[src/rtl/cdb_arbiter.sv]
// cdb_arbiter: three per-source result FIFOs with round-robin broadcast onto a registered CDB
module cdb_arbiter #(
    parameter int DEPTH = 2
) (
    input  logic        clk,
    input  logic        rst,
    input  logic        rdy,
    input  logic        flush,
    input  logic        alu1_result_flag,
    input  logic [3:0]  alu1_rob_dest,
    input  logic [31:0] alu1_value,
    input  logic        alu2_result_flag,
    input  logic [3:0]  alu2_rob_dest,
    input  logic [31:0] alu2_value,
    input  logic        lsb_result_flag,
    input  logic [3:0]  lsb_rob_dest,
    input  logic [31:0] lsb_value,
    output logic        alu1_busy,
    output logic        alu2_busy,
    output logic        lsb_busy,
    output logic        cdb_flag,
    output logic [3:0]  cdb_rename,
    output logic [31:0] cdb_value,
    output logic [1:0]  cdb_src,
    output logic        overflow
);
    localparam int PW = $clog2(DEPTH);
    localparam int CW = $clog2(DEPTH + 1);

    logic [2:0]    flag;
    logic [3:0]    dest [3];
    logic [31:0]   val [3];
    logic [35:0]   mem [3][DEPTH];
    logic [PW-1:0] rp [3];
    logic [PW-1:0] wp [3];
    logic [CW-1:0] cnt [3];
    logic [2:0]    ne, full, enq, deq;
    logic [1:0]    last_grant, s0, s1, s2, gsrc;
    logic          gvld;
    logic [35:0]   head;

    assign flag = {lsb_result_flag, alu2_result_flag, alu1_result_flag};
    assign dest[0] = alu1_rob_dest;
    assign dest[1] = alu2_rob_dest;
    assign dest[2] = lsb_rob_dest;
    assign val[0] = alu1_value;
    assign val[1] = alu2_value;
    assign val[2] = lsb_value;
    assign alu1_busy = !rst && full[0];
    assign alu2_busy = !rst && full[1];
    assign lsb_busy = !rst && full[2];

    // Round-robin pick over queues that were non-empty before this edge
    always_comb begin
        for (int i = 0; i < 3; i++) begin
            ne[i] = cnt[i] != '0;
            full[i] = cnt[i] == CW'(DEPTH);
        end
        s0 = (last_grant == 2'd2) ? 2'd0 : last_grant + 2'd1;
        s1 = (s0 == 2'd2) ? 2'd0 : s0 + 2'd1;
        s2 = (s1 == 2'd2) ? 2'd0 : s1 + 2'd1;
        gvld = |ne;
        gsrc = ne[s0] ? s0 : ne[s1] ? s1 : s2;
        head = mem[gsrc][rp[gsrc]];
        for (int i = 0; i < 3; i++) begin
            enq[i] = flag[i] && !full[i] && rdy && !flush;
            deq[i] = gvld && gsrc == 2'(i) && rdy && !flush;
        end
    end

    // FIFO storage writes; accepted results land at the write pointer
    always_ff @(posedge clk) begin
        for (int i = 0; i < 3; i++)
            if (!rst && enq[i]) mem[i][wp[i]] <= {dest[i], val[i]};
    end

    // Pointers, counts, broadcast registers, grant history and sticky overflow
    always_ff @(posedge clk) begin
        if (rst) begin
            for (int i = 0; i < 3; i++) begin
                rp[i] <= '0;
                wp[i] <= '0;
                cnt[i] <= '0;
            end
            cdb_flag <= 1'b0;
            cdb_rename <= '0;
            cdb_value <= '0;
            cdb_src <= '0;
            overflow <= 1'b0;
            last_grant <= 2'd2;
        end else if (rdy) begin
            if (flush) begin
                for (int i = 0; i < 3; i++) begin
                    rp[i] <= '0;
                    wp[i] <= '0;
                    cnt[i] <= '0;
                end
                cdb_flag <= 1'b0;
            end else begin
                for (int i = 0; i < 3; i++) begin
                    wp[i] <= wp[i] + PW'(enq[i]);
                    rp[i] <= rp[i] + PW'(deq[i]);
                    cnt[i] <= cnt[i] + CW'(enq[i]) - CW'(deq[i]);
                end
                if (|(flag & full)) overflow <= 1'b1;
                cdb_flag <= gvld;
                if (gvld) begin
                    cdb_rename <= head[35:32];
                    cdb_value <= head[31:0];
                    cdb_src <= gsrc;
                    last_grant <= gsrc;
                end
            end
        end
    end
endmodule
[config.mk]
export PLATFORM = sky130hd
export DESIGN_NAME = cdb_arbiter
export DESIGN_NICKNAME = d
export VERILOG_FILES = /design/src/rtl/cdb_arbiter.sv
export SDC_FILE = /design/constraint.sdc
export NUM_CORES = 1
export LEC_CHECK = 0
export ABC_AREA = 1
export CORE_MARGIN = 2
export CORE_UTILIZATION = 30
export CTS_CLUSTER_SIZE = 28
export DETAILED_ROUTE_END_ITERATION = 12
export PLACE_DENSITY = 0.55
export SETUP_SLACK_MARGIN = 0.3
export SLEW_MARGIN = 10
export SYNTH_ARGS = -nofsm -noshare
export SYNTH_HDL_FRONTEND = slang
export SYNTH_SLANG_ARGS = --single-unit
[constraint.sdc]
create_clock -name clk -period 6.1 [get_ports clk]
set_clock_uncertainty 0.15 [all_clocks]
set_input_delay 1.22 -clock clk [delete_from_list [all_inputs] [get_ports clk]]
set_output_delay 1.22 -clock clk [all_outputs]
set_load 0.01 [all_outputs]
==> results of run 1 <==
-- state kept, by name, indices dropped and copies added, names as in the netlist --
name / count
cdb_src: 2
rp: 3
mem: 216
overflow: 1
cdb_rename: 4
last_grant: 1
cdb_value: 32
cnt: 6
cdb_flag: 1
wp: 3
-- stage by stage --
step           total power, mW  instances  instance area, µm²  utilization, %
3_5_place_dp              2.74       1677               13300            36.1
5_1_grt                   4.62       1730               14200            38.7
2_1_floorplan             2.48       1094               11200               -
3_3_place_gp              2.73       1677               13300            36.1
6_report                  4.43       1730               14200            38.7
4_1_cts                   4.48       1730               14200            38.7
-- placed cells by master, fill, tap and decap left out, drive strengths merged --
master / count
nand2: 485
xnor2: 3
o21ai: 35
or2: 3
clkdlybuf4s50: 157
nor3: 4
clkbuf: 38
dfxtp: 41
clkinvlp: 1
inv: 40
buf: 17
o211ai: 38
ha: 6
a21oi: 41
nor2: 96
nand4: 1
bufinv: 3
clkinv: 11
edfxtp: 228
nand3: 14
-- final timing paths --
| path | start | end | slack, ns | cells after the start |
|---|---|---|---|---|
| worst max-delay path | rst | lsb_busy | 1.82 | 3 |
| worst min register to register | cdb_flag | cdb_flag | 0.32 | 2 |
| worst max register to register | cnt[0][4] | cnt[0][1] | 1.97 | 17 |
| worst min-delay path | cdb_flag | cdb_flag | 0.32 | 2 |
-- kinds of logic after synthesis --
logic type	count (synthesis)	synth area share [%]
flops	269	68.5
simple gates	603	20.7
fa+ha+maj	6	0.670
buf+inv	99	3.80
compound gates	114	6.16
xor+xnor	3	0.235
-- metal layers --
layer	global-route usage, %	share of wire [%]	up-vias	wire (µm)
met4	4.29	2.0	0	614
met2	26.1	48	198	14600
met1	21.1	46	3770	13900
met3	2.07	4.5	44	1360
li1	-	-	3923	-
met5	0	0	-	0
-- critical path, stage by stage --
cell             delay (ns)
clkdlybuf4s50_1        0.86
nor2_1                 0.27
clkdlybuf4s50_1        0.56
-- power by group through the flow --
| stage | registers, mW | clock network [mW] | logic (mW) |
|---|---|---|---|
| 3_5_place_dp | 2.10 | 0 | 0.634 |
| 4_1_cts | 2.06 | 1.78 | 0.636 |
| 6_report | 2.06 | 1.74 | 0.627 |
| 3_3_place_gp | 2.10 | 0 | 0.627 |
| 5_1_grt | 2.07 | 1.85 | 0.706 |
| 2_1_floorplan | 2.10 | 0 | 0.372 |
-- layout make-up --
type	count	share of cell area, %
Sequential cell	269	53.9
Clock inverter	15	1.05
Tap cell	468	4.12
Multi-Input combinational cell	726	22.2
Timing Repair Buffer	174	12.0
Inverter	40	1.06
Clock buffer	38	5.63
==> run_results.csv, run 1 <==
group,metric,value,unit
synth,ys_ff_latch,269,
cts,cts_setup_buffers,0,
synth,synth_area,11200,µm²
routing,post_drt_via_cell_ratio,4.59,
setup_path,path_class,"in -> out",
placement,io_buffers,157,
placement,hpwl,18800,µm
layout,nFillCells,3547,
synth,netlist.top_cell.by_area,"edfxtp_1",
power,intPower,3.31,mW
layout,drive_above_1_share,6.66,%
routing,vias,7935,
cts,cts_tree,"yes",
timing,worstMarginPinSlew,0.958,ns
synth,ys_types,25,
setup_path,cp.arrival,2.91,ns
setup_path,worst-path-max-fanout,18,
cts,clockBufferDepth,3,
floorplan,die_h,197,µm
timing,fmax,233,MHz
setup_path,end_kind,"output port",
power,power_switching,1.12,mW
synth,netlist_top_cells_count,"nand2_1 (484), edfxtp_1 (228), nor2_1 (92), dfxtp_1 (41), a21oi_1 (40)",
layout,multi_input_area,3160,µm²
timing,finalMaxSlewViolations,0,
power,switching_share,25.3,%
placement,place.gp.congestion,0.816,
timing,setup_viol,0,
timing,layout_setup_ws,1.82,ns
routing,first_pass_iters,5,
run,max_cap_violations,0,
power,p_seq_share,46.5,%
synth,ys_seq_area_share,68.5,%
cts,cts.clk_slew.worst_paths,0.06,ns
timing,tns,0,ns
timing,relSlewSlack,36.0,%
cts,cts_hold_buf,0,
cts,numCtsBuffers,29,
floorplan,die_area,38900,µm²
layout,area_growth,26.9,%
routing,wl,30400,µm
power,comb_power_share,14.1,%
global_route,grt-ovfl-total,0,
power,clockPowerShare,39.3,%
timing,hold_ws,0.323,ns
synth,syn_nets,1215,
cts,clk_latency,0.54,ns
synth,ys_warn_count,0,
synth,synth_top_area_share,61.1,%
global_route,grt_max_degree,76,
run_status,outcome,"completed",
floorplan,core,36700,µm²
synth,avgSynthCellArea,10.2,µm²
timing,rsz0062_at_grt,"false",
floorplan,rows,70,
timing,hold_viol_final,0,
synth,ys_top_cells_by_area,"edfxtp_1 (61%), nand2_1 (16%), dfxtp_1 (7.3%), nor2_1 (3.1%), o211ai_1 (2.5%)",
synth,synthCells,1094,
floorplan,ios,158,
floorplan,start_util,30.5,%
cts,cts_sinks,269,
routing,wl_per_cell,17.6,µm
layout,diodes,0,
floorplan,die_w,197,µm
synth,synth_edf_count,228,
synth,synthArstFlopShare,0,%
global_route,grt.total_usage,15.5,%
global_route,antenna_found_initial,0,
timing,fin_crit,4.28,ns
global_route,grt_pass1_wl,45600,µm
worst_hold_path,min_path_type,"reg -> reg",
setup_path,cp.required,4.73,ns
cts,cts_resized,0,
routing,drcViolationCount,0,
layout,seq_area,7670,µm²
routing,antenna_left,0,
placement,dp_slack,1.81,ns
synth,synth_ff_type,"edfxtp_1",
setup_path,start_kind,"primary input",
cts,cts-root-buf,"clkbuf_16",
routing,drt-initial-drc-count,525,
layout,nNetsFinal,1361,
timing,period_share,70.2,%
global_route,first_global_vias,7846,
synth,synth.most_common_cell,"nand2_1",
power,cellPowerDensity,312,nW/µm²
power,leakagePower,5.50,nW
cts,cts_max_level,1,
power,irDropWorstVdd,0.000210,V
Power figures use the tool's default switching activity.
==> inputs of run 2 (changes only) <==
==> constraint.sdc (replaced) <==
create_clock -name clk -period 4.4 [get_ports clk]
set_clock_uncertainty 0.15 [all_clocks]
set_input_delay 0.88 -clock clk [delete_from_list [all_inputs] [get_ports clk]]
set_output_delay 0.88 -clock clk [all_outputs]
set_load 0.01 [all_outputs]
==> run 2 against run 1 <==
Non-clock buffer count is 3 higher. Largest cell class unchanged. Die area unchanged. First-iteration DRC count down 15%. Cell count rose by 0.29%. Core utilization is 0.13 points higher. Power increased by 37%. Combinational power up 40%. Wire length up 0.86%. Worst hold slack better by 0.0026 ns. Global-route usage grew 0.27 points.
==> run_results.csv, run 2 (same netlist as run 1, synthesis figures left out) <==
group,metric,value,unit
placement,placed_area,13300,µm²
timing,fin_crit,3.23,ns
timing,fmax,309,MHz
cts,cts_setup_buffers,0,
power,irDropWorstVdd,0.000305,V
global_route,first_global_vias,7989,
cts,cts_sinks,269,
timing,rsz0062_at_grt,"false",
power,comb_power_share,14.4,%
global_route,grt.total_usage,15.8,%
setup_path,cp.arrival,2.20,ns
power,cellPowerDensity,427,nW/µm²
routing,antenna_left,0,
placement,hpwl,19000,µm
timing,worstMarginPinSlew,0.837,ns
setup_path,path_class,"in -> out",
worst_hold_path,hold_end,"cdb_flag",
setup_path,start_kind,"primary input",
setup_path,crit_buf_inv,2,
setup_path,critical-path-slowest-cell,"clkdlybuf4s50_1",
cts,cts_hold_buf,0,
timing,hold_ws,0.325,ns
cts,clk_latency,0.54,ns
floorplan,rows,70,
cts,cts_max_level,1,
setup_path,reg2reg_from,"cnt[0][5]",
cts,cts_tree,"yes",
setup_path,rr_worst_depth,13,
routing,wl,30700,µm
power,power_switching,1.58,mW
worst_hold_path,min_path_type,"reg -> reg",
routing,vias,7908,
setup_path,crit_chain,"clkdlybuf4s50_1 -> nor2_1 -> clkdlybuf4s50_1",
layout,fin_cells,1735,
setup_path,crit_top_cell,"clkdlybuf4s50_1",
layout,drive_above_1_share,7.11,%
power,p_seq_share,47.0,%
power,leakagePower,5.51,nW
layout,final_common_cell,"nand2_1",
floorplan,ios,158,
floorplan,die_w,197,µm
routing,post_drt_via_cell_ratio,4.56,
setup_path,slowest_delay,0.58,ns
routing,first_pass_iters,5,
floorplan,die_area,38900,µm²
cts,cts_resized,0,
cts,cts.clk_slew.worst_paths,0.06,ns
setup_path,critPathTopFamily,"buffers and inverters",
layout,layout_common_cells,"nand2_1 (482), edfxtp_1 (228), clkdlybuf4s50_1 (157), nor2_1 (90), dfxtp_1 (41)",
floorplan,die_h,197,µm
floorplan,start_util,30.5,%
layout,finalCoreUtilization,38.9,%
timing,tns,0,ns
global_route,grt_max_degree,73,
run_status,outcome,"completed",
setup_path,worst-path-max-fanout,5,
setup_path,timing.rr.end,"cdb_value[24]",
setup_path,end_kind,"output port",
global_route,grt_pass1_wl,46400,µm
layout,nNetsFinal,1364,
global_route,grt-ovfl-total,0,
power,total_power,6.09,mW
layout,fin_area,14300,µm²
placement,dp_slack,0.804,ns
timing,relSlewSlack,44.2,%
timing,finalMaxSlewViolations,0,
power,intPower,4.51,mW
worst_hold_path,hp-start,"cdb_flag",
cts,numCtsBuffers,29,
worst_hold_path,holdPathStages,2,
routing,drt-initial-drc-count,446,
placement,place.gp.congestion,0.789,
layout,largest_reg_flops,216,
placement,io_buffers,157,
routing,drcViolationCount,0,
timing,period_share,73.5,%
timing,setup_viol,0,
timing,layout_setup_ws,1.17,ns
placement,place_inst,1680,
routing,wl_per_cell,17.7,µm
setup_path,cp.required,3.37,ns
run,max_cap_violations,0,
cts,clockBufferDepth,3,
layout,area_growth,27.4,%
power,clockPowerShare,38.6,%
power,switching_share,25.9,%
cts,cts-root-buf,"clkbuf_16",
global_route,antenna_found_initial,1,
floorplan,core,36700,µm²
setup_path,reg2reg_slack,1.28,ns
timing,hold_viol_final,0,
## run 2: final cells by class
cell class              count  area (µm²)
fillers                  3555       22400
flip-flops and latches    269        7670
multi-input cells         726        3160
repair buffers            177        1770
clock buffers              35         768
well taps                 468         586
clock inverters            19         154
inverters                  40         150
diodes                      1        2.50
## run 2: how the worst max path moves through the flow
stage	start	end	depth (start not counted)
finish	rst	lsb_busy	3
global route	cnt[0][5]	cdb_value[25]	13
CTS	rst	lsb_busy	3
detailed placement	rdy	cnt[0][5]	12
global placement	rdy	cnt[0][5]	12
floorplan	rdy	mem[0][0]	7
## run 2: worst min-delay path: cells and delay by family (launching register included)
family | cells | cell delay, ns
flip-flops | 1 | 0.31
AND/OR/NAND/NOR | 1 | 0.06
AO/OA/AOI/OAI | 1 | 0.06
## run 2: routing by layer
layer  track usage (%)  share of wire, %  routed length, µm
met5                 0                 0                  0
met3              2.25               4.5               1380
met4              4.40               2.0                610
met2              27.4                49              14900
met1              20.6                45              13800
## run 2: power by group through the flow
stage	clock (mW)	sequential, mW	combinational, mW
6_report	2.35	2.86	0.880
5_1_grt	2.51	2.87	0.992
4_1_cts	2.41	2.86	0.892
3_5_place_dp	0	2.92	0.889
3_3_place_gp	0	2.92	0.879
2_1_floorplan	0	2.92	0.516
